`src/rtl/mips_pipe_pkg.sv`:
```
// Shared types and constants for the memory-port arbiter.
//   arb_state_t : arbiter FSM state encoding
//   BE_WORD     : byte-enable pattern for a full-word access
//   REQ_IF/MEM  : requester identifiers
package mips_pipe_pkg;

  typedef enum logic [1:0] {
    IDLE    = 2'd0,
    ACC_IF  = 2'd1,
    ACC_MEM = 2'd2,
    DONE    = 2'd3
  } arb_state_t;

  localparam logic [3:0] BE_WORD = 4'hF;
  localparam logic       REQ_IF  = 1'b0;
  localparam logic       REQ_MEM = 1'b1;

endpackage

```
`src/rtl/byte_lane_gen.sv`:
```
// Byte-lane mapper for RAM writes.
// Ports:
//   addr_lo    in  2   low address bits of the access
//   we         in  1   store access
//   byte_en    in  1   byte store (Store_Byte)
//   wdata      in  32  store data from the requester
//   be         out 4   RAM byte enables
//   wdata_lane out 32  RAM write data, byte replicated across lanes for byte stores
module byte_lane_gen
  import mips_pipe_pkg::*;
(
  input  logic [1:0]  addr_lo,
  input  logic        we,
  input  logic        byte_en,
  input  logic [31:0] wdata,
  output logic [3:0]  be,
  output logic [31:0] wdata_lane
);

  always_comb begin
    be         = BE_WORD;
    wdata_lane = wdata;
    if (we && byte_en) begin
      be         = 4'b0001 << addr_lo;
      wdata_lane = {4{wdata[7:0]}};
    end
  end

endmodule

```
`src/rtl/mem_port_arbiter.sv`:
```
// Arbiter sharing one single-ported RAM between the fetch (IF) and memory (MEM)
// requesters. Each transfer runs WAIT_CYCLES access cycles followed by a
// one-cycle ack. MEM wins ties unless IF has lost STARVE_MAX consecutive ties.
//
// Optional build macro: MEM_PORT_MISALIGN_TRAP_EN
//   Adds mem_misalign; misaligned MEM word accesses never write the RAM and
//   flag mem_misalign together with mem_ack.
//
// Ports:
//   clk, rst_n            clock, async active-low reset
//   if_req/if_addr        fetch request (held until if_ack) and address
//   if_rdata/if_ack       fetched word and its one-cycle ack
//   mem_req/mem_we/mem_byte/mem_addr/mem_wdata  MEM request from EXE/MEM
//   mem_rdata/mem_ack     load word and its one-cycle ack
//   stall_if/stall_mem    pipeline hold enables (combinational)
//   ram_*                 RAM interface; ram_rdata valid on last access cycle
//   mem_misalign          (optional) misaligned word access flag
//
// state   | meaning
// IDLE    | arbitrate between pending requests
// ACC_IF  | RAM access on behalf of IF, counting down wait_cnt
// ACC_MEM | RAM access on behalf of MEM, counting down wait_cnt
// DONE    | ack cycle for the granted requester; no arbitration
module mem_port_arbiter
  import mips_pipe_pkg::*;
#(
  parameter int ADDR_W      = 32,
  parameter int DATA_W      = 32,
  parameter int WAIT_CYCLES = 1,
  parameter int STARVE_MAX  = 4
) (
  input  logic              clk,
  input  logic              rst_n,
  input  logic              if_req,
  input  logic [ADDR_W-1:0] if_addr,
  output logic [DATA_W-1:0] if_rdata,
  output logic              if_ack,
  input  logic              mem_req,
  input  logic              mem_we,
  input  logic              mem_byte,
  input  logic [ADDR_W-1:0] mem_addr,
  input  logic [DATA_W-1:0] mem_wdata,
  output logic [DATA_W-1:0] mem_rdata,
  output logic              mem_ack,
  output logic              stall_if,
  output logic              stall_mem,
  output logic              ram_en,
  output logic              ram_we,
  output logic [3:0]        ram_be,
  output logic [ADDR_W-1:0] ram_addr,
  output logic [DATA_W-1:0] ram_wdata,
  input  logic [DATA_W-1:0] ram_rdata
`ifdef MEM_PORT_MISALIGN_TRAP_EN
  ,
  output logic              mem_misalign
`endif
);

  localparam logic [3:0] WAIT_LOAD  = 4'(WAIT_CYCLES - 1);
  localparam logic [3:0] STARVE_LIM = 4'(STARVE_MAX);

  arb_state_t        state, state_n;
  logic [3:0]        starve_cnt;
  logic [3:0]        wait_cnt;
  logic [ADDR_W-1:0] lat_addr;
  logic              lat_we;
  logic              lat_byte;
  logic [DATA_W-1:0] lat_wdata;
  logic              lat_mis;
  logic              grant_if, grant_mem;
  logic              acc;
  logic [3:0]        lane_be;
  logic [DATA_W-1:0] lane_wdata;
  logic              mis_now;

  // Misaligned word access: only meaningful when the trap is built in.
`ifdef MEM_PORT_MISALIGN_TRAP_EN
  assign mis_now = !mem_byte && (mem_addr[1:0] != 2'b00);
`else
  assign mis_now = 1'b0;
`endif

  always_comb begin
    state_n   = state;
    grant_if  = 1'b0;
    grant_mem = 1'b0;
    case (state)
      IDLE: begin
        if (if_req && (!mem_req || starve_cnt == STARVE_LIM)) begin
          grant_if = 1'b1;
          state_n  = ACC_IF;
        end else if (mem_req) begin
          grant_mem = 1'b1;
          state_n   = ACC_MEM;
        end
      end
      ACC_IF, ACC_MEM: begin
        if (wait_cnt == 4'd0) state_n = DONE;
      end
      DONE:    state_n = IDLE;
      default: state_n = IDLE;
    endcase
  end

  assign acc = (state == ACC_IF) || (state == ACC_MEM);

  always_ff @(posedge clk or negedge rst_n) begin
    if (!rst_n) begin
      state      <= IDLE;
      starve_cnt <= 4'd0;
      wait_cnt   <= 4'd0;
      lat_addr   <= '0;
      lat_we     <= 1'b0;
      lat_byte   <= 1'b0;
      lat_wdata  <= '0;
      lat_mis    <= 1'b0;
      if_rdata   <= '0;
      mem_rdata  <= '0;
      if_ack     <= 1'b0;
      mem_ack    <= 1'b0;
    end else begin
      state   <= state_n;
      if_ack  <= 1'b0;
      mem_ack <= 1'b0;
      if (grant_if) begin
        lat_addr   <= if_addr;
        lat_we     <= 1'b0;
        lat_byte   <= 1'b0;
        lat_wdata  <= '0;
        lat_mis    <= 1'b0;
        wait_cnt   <= WAIT_LOAD;
        starve_cnt <= 4'd0;
      end
      if (grant_mem) begin
        lat_addr  <= mem_addr;
        lat_we    <= mem_we;
        lat_byte  <= mem_byte;
        lat_wdata <= mem_wdata;
        lat_mis   <= mis_now;
        wait_cnt  <= WAIT_LOAD;
        if (if_req && starve_cnt != STARVE_LIM) starve_cnt <= starve_cnt + 4'd1;
      end
      if (acc) begin
        if (wait_cnt != 4'd0) begin
          wait_cnt <= wait_cnt - 4'd1;
        end else if (state == ACC_IF) begin
          if_rdata <= ram_rdata;
          if_ack   <= 1'b1;
        end else begin
          mem_rdata <= ram_rdata;
          mem_ack   <= 1'b1;
        end
      end
    end
  end

`ifdef MEM_PORT_MISALIGN_TRAP_EN
  always_ff @(posedge clk or negedge rst_n) begin
    if (!rst_n) mem_misalign <= 1'b0;
    else        mem_misalign <= (state == ACC_MEM) && (wait_cnt == 4'd0) && lat_mis;
  end
`endif

  byte_lane_gen u_lanes (
    .addr_lo    (lat_addr[1:0]),
    .we         (lat_we),
    .byte_en    (lat_byte),
    .wdata      (lat_wdata),
    .be         (lane_be),
    .wdata_lane (lane_wdata)
  );

  // RAM outputs are gated by the access window so they read zero in IDLE/DONE
  // and fall as soon as reset forces the state back to IDLE.
  assign ram_en    = acc;
  assign ram_we    = acc && lat_we && !lat_mis;
  assign ram_be    = acc ? lane_be : 4'h0;
  assign ram_addr  = acc ? {lat_addr[ADDR_W-1:2], 2'b00} : '0;
  assign ram_wdata = acc ? lane_wdata : '0;

  assign stall_if  = if_req & ~if_ack;
  assign stall_mem = mem_req & ~mem_ack;

endmodule

```
`config.mk`:
```
export PLATFORM = sky130hd
export DESIGN_NAME = mem_port_arbiter
export DESIGN_NICKNAME = d
export VERILOG_FILES = /design/src/rtl/mips_pipe_pkg.sv /design/src/rtl/byte_lane_gen.sv /design/src/rtl/mem_port_arbiter.sv
export SDC_FILE = /design/constraint.sdc
export NUM_CORES = 1
export LEC_CHECK = 0
export ABC_AREA = 1
export CORE_MARGIN = 2
export CORE_UTILIZATION = 48
export DETAILED_ROUTE_END_ITERATION = 8
export PLACE_DENSITY = 0.87
export SYNTH_ARGS = -nofsm -noshare
export SYNTH_HDL_FRONTEND = slang
export SYNTH_SLANG_ARGS = --single-unit
export TNS_END_PERCENT = 100
```
`constraint.sdc`:
```
create_clock -name clk -period 3.6 [get_ports clk]
set_input_delay 0.72 -clock clk [delete_from_list [all_inputs] [get_ports clk]]
set_output_delay 0.72 -clock clk [all_outputs]
set_load 0.005 [all_outputs]
```
# Yosys cells after proc, flatten, opt, wreduce, memory -nomap -nowiden
# Cells that the tools add are included.
[classes]
n_mux = 35
order_cmp = 0
div = 0
multipliers = 0
addsub = 2
eq_ne = 7
n_shift = 1
n_reduce_logical = 17
bitwise = 6
[ops]
columns = ["cell", "n"]
rows = [
  ["32-bit 2-to-1 mux", 7],
  ["4-bit 2-to-1 mux", 9],
  ["1-bit 2-to-1 mux", 15],
  ["2-bit 2-to-1 mux", 3],
  ["2-bit case mux with 3 select lines", 1],
  ["3-bit AND reduction", 2],
  ["1-bit logical AND", 5],
  ["4-bit by 1-bit adder with 4-bit output (second input constant)", 1],
  ["2-bit == test (second input constant)", 2],
  ["4-bit by 3-bit == test with 1-bit output (second input constant)", 1],
  ["4-bit zero test", 1],
  ["4-bit by 3-bit inequality test with 1-bit output (second input constant)", 1],
  ["1-bit NOT", 4],
  ["4-bit nonzero test", 1],
  ["1-bit by 2-bit << shifter with 4-bit output (first input constant)", 1],
  ["4-bit by 1-bit subtractor with 4-bit output (second input constant)", 1],
  ["3-bit inequality test (second input constant)", 1],
  ["1-bit bitwise AND", 2],
  ["2-bit by 1-bit == test with 1-bit output (second input constant)", 1],
  ["1-bit zero test", 2],
  ["2-bit zero test", 1],
  ["1-bit logical OR", 2],
  ["2-bit inequality test (second input constant)", 1],
  ["2-bit AND reduction", 1],
  ["2 further kinds", 2],
]
[totals]
out_inout_bits = 138
rom_bits = 0
in_bits = 134
word_cells = 80
latch_bits = 0
ramBits = 0
n_memories = 0
ff_bits = 143

# Longest topological paths before layout
[depth]
ltp_word = 9
ltp_mapped = 9
depth_no_buf = 8

# By module
# Synthesis repeated with hierarchy kept, for this count alone.
[unflattened]
hier_cells = 883
area_unflattened_um2 = 6935.4
[modules_own_cells]
columns = ["mod", "n_inst", "seq_area_each_um2", "cells_each", "area_each_um2"]
rows = [
  ["mem_port_arbiter", 1, 3553.4, 803, 6557.5],
  ["byte_lane_gen", 1, 0.0, 80, 377.9],
]

# Least setup slack after synthesis
# OpenSTA, ideal clock, no wires.
[synth_timing]
path_type = "register to output"
startpoint = "reg state[0]"
endpoint = "out ram_addr[29]"
path_slack_ns = 1.552
path_buffers = 3
arrival_ns = 1.328
path_stages_with_launch = 8
t_required_ns = 2.880
cell_sequence = "dfrtp_1 inv_1 ha_1 buf_2 buf_2 buf_2 nand2_1 inv_1"
[synth_between]
elab_chain_len = 3
word_cells_on_any_way = 4
cone_classes = "eq/ne: 2; mux: 1; reduce/logical: 1"
[synth_rtl]
columns = ["item", "line", "rtl"]
rows = [
  ["start: declaration", "mem_port_arbiter.sv:62", "arb_state_t state, state_n;"],
  ["start signal: assignment", "mem_port_arbiter.sv:122", "state <= state_n;"],
  ["2-bit by 1-bit == test with 1-bit output / 2-bit == test (equally long branches)", "mem_port_arbiter.sv:105", "assign acc = (state == ACC_IF) || (state == ACC_MEM);"],
  ["1-bit logical OR *", "mem_port_arbiter.sv:105", ""],
  ["via ram_en", "mem_port_arbiter.sv:47", "output logic ram_en,"],
  ["32-bit 2-to-1 mux *", "mem_port_arbiter.sv:178", "assign ram_addr = acc ? {lat_addr[ADDR_W-1:2], 2'b00} : '0;"],
  ["end: declaration", "mem_port_arbiter.sv:50", "output logic [ADDR_W-1:0] ram_addr,"],
]
# The timed path passes the listed nets; every way through them passes the cells marked *.

# Final worst setup path
[layout_timing]
startpoint = "reg state[0]"
endpoint = "out ram_addr[6]"
[layout_between]
elab_chain_len = 3
word_cells_on_any_way = 4
cone_classes = "eq/ne: 2; mux: 1; reduce/logical: 1"
[layout_rtl]
columns = ["item", "line"]
rows = [
  ["2-bit by 1-bit == test with 1-bit output / 2-bit == test (equally long branches)", "mem_port_arbiter.sv:105"],
  ["1-bit logical OR *", "mem_port_arbiter.sv:105"],
  ["32-bit 2-to-1 mux *", "mem_port_arbiter.sv:178"],
]
# Every way passes the cells marked *; elsewhere a longest branch is shown, timed or not.

==> metrics.txt <==
crit path time final=3022 ps; Worst VDD drop=between 500 and 600 uV; gr ovfl total=0; total routed wirelength=20110 microns; Top delay family on crit path=buffers and inverters; DP Wirelength=~14000 microns; PostCTS Resize Cnt=0; R2R Path Start=wait_cnt[0]; Total GRT Usage=26.08%; outcome=completed; largest net degree at the start of global routing=between 80 and 90; initial antenna violation count=0; worst path cell trace=inv_1 -> ha_4 -> buf_4 -> nand2_1 -> inv_1 -> clkdlybuf4s50_1; Die Wd=approximately 120 microns; period utilization=between 80% and 90%; Detail Route Antenna Nets=0; Routability Congestion=between 0.9 and 1; Starting Density=49.60%; Critical Path Max Stage Delay=between 500 and 600 ps; Seq/Total Area, Yosys=approximately 51%; final setup fails=0; number of global-route vias before repair=between 6000 and 7000; LEAKAGE=between 5 and 6 nW; die area=about 15000 sq um; H-tree levels=4; Clk Latency, worst-skew pair=410 ps; setup tns final=0 ps; hold crit path type=in2async; Post-route DRC=0; 1st-pass router iterations=5; nets@finish=1198; Crit path arrival time=2300 ps; hold_buf cts=0; Sink Count=142; share of cells above drive strength 1=9.991%; Gate Count Post-Synth=between 800 and 900; CP max FO=40; Worst R2R End=mem_rdata[31]; Slew Viols, Final=0; worst reg2reg setup slack=~1500 ps; Netlist cell types=26; skew final=between 5 and 6 ps; clk root buf=clkbuf_16; Yosys reg bits=142; core area=~14000 sq um; final hold violation count=0; Crit-path slowest cell=clkdlybuf4s50_1; cell count along the critical path=6; Max Cap Viol=0; Iteration-0 DRC Markers=around 480; FP Rows=43; routed length per instance=16.07 microns; Die Ht=about 120 microns; CP most frequent cell=inv_1; area grow syn2layout=48.76%; Design Power=around 0.0095 W; Worst Setup SP=state[0]; Slew @ Worst Pin=roughly 830 ps; crit end category=primary output; TritonCTS Buffers=17; CP Capture Point=ram_addr[6]; crit start category=flip-flop; Syn. warnings=0; Cell Area, Synth=between 6000 and 7000 sq um; crit path buf inv count=4; PwrDens=approximately 920 nW/um^2; Crit Path Class=reg2out; commonest non-fill, non-tap cell in the layout=clkdlybuf4s50_1; Max Fclk=between 300 and 400 MHz; relative slew slack=about 45%; Crit path required time=roughly 2900 ps; Reg clk slew, reported paths=around 60 ps; global-route wire length before repair=~33000 microns; unrepaired setup endpoints after global routing=false; I/O Buffers=269; CTS tree=yes; Max Root-Sink Buffers=2; synthesized area per cell=8.534 sq um; Post-CTS Setup Inserts=0; most frequent cells in the layout=268 x clkdlybuf4s50_1, 255 x nand2_1, 142 x dfrtp_1, 89 x inv_1, 68 x o21ai_1; Ports=approximately 270; diode count=0; vias per cell=between 5 and 6; R2R cell count=8; vias=6450
-- where the power goes --
part / total (W) / switching (W) / internal [W]
registers: 0.00288 / 0.000477 / 0.00240
logic: 0.00460 / 0.00224 / 0.00236
clock network: 0.00203 / 0.000656 / 0.00137
total: 0.00951 / 0.00338 / 0.00613
-- kinds of logic after synthesis --
family,synth area share [%]
flops,51.22
fa+ha+maj,0.9017
simple gates,28.73
xor+xnor,0.3788
compound gates,7.845
buf+inv,10.87
other cells,0.05405
-- area by class of cell --
| type | count | area, sq um |
|---|---|---|
| Timing Repair Buffer | 285 | 2851 |
| Tap cell | 180 | 225.2 |
| Inverter | 93 | 349.1 |
| Sequential cell | 142 | 3553 |
| Fill cell | 1001 | 3667 |
| Clock buffer | 21 | 480.5 |
| Multi-Input combinational cell | 520 | 2654 |
| Clock inverter | 10 | 207.7 |
-- synthesized netlist by cell type, drive strengths merged --
library cell | n | area share (%)
a21oi | 32 | 2.5
buf | 46 | 5.1
clkbuf | 13 | 0.74
conb | 1 | 0.054
dfrtp | 142 | 51
ha | 5 | 0.90
inv | 93 | 5.0
nand2 | 256 | 14
nand3 | 108 | 11
nand4 | 33 | 3.0
nor2 | 10 | 0.61
o21ai | 70 | 5.1
o21bai | 1 | 0.27
xnor2 | 1 | 0.13
xor2 | 2 | 0.25
-- layer usage --
metal,part of all wire [%],track usage [%]
met1,39,31.34
met2,49,42.91
met3,8.8,8.778
met4,3.0,11.04
met5,0,0
-- how the worst min path moves through the flow --
stage             startpoint  slack [ps]            end
4_1_cts                rst_n         370   lat_addr[21]
6_report               rst_n         320   lat_addr[21]
5_1_grt                rst_n         400   lat_addr[21]
3_5_place_dp   lat_wdata[28]         470  lat_wdata[28]
2_1_floorplan          rst_n         420         if_ack
3_3_place_gp   lat_wdata[22]         460  lat_wdata[22]
-- per-stage QoR --
step | utilization (%) | hold slack, ps | std cells | setup WS [ps] | instance area [sq um]
global placement | 68.86 | 461.6 | 1220 | 810.8 | 9633
detailed placement | 68.86 | 465.4 | 1220 | 785.9 | 9633
CTS | 73.78 | 372.3 | 1251 | 552.8 | 10320
global route | 73.78 | 399.3 | 1251 | 457.0 | 10320
floorplan | - | 424.4 | 814 | 1552 | 6942
finish | 73.78 | 324.2 | 1251 | 577.8 | 10320
-- registers in the layout, summed over array words and instances (netlist names), 2 cells and up --
signal / cells
if_rdata: 32
lat_addr: 32
lat_wdata: 32
mem_rdata: 32
starve_cnt: 4
wait_cnt: 4
state: 2
-- worst register-to-register path, cell delays in order, from the launching register on --
cell	delay (ps)
dfrtp_1	400
inv_1	80
ha_1	180
nand2_1	90
inv_2	70
nand3_2	550
buf_4	440
nand2_1	70
o21ai_1	60
(Power assumes the default switching activity.)
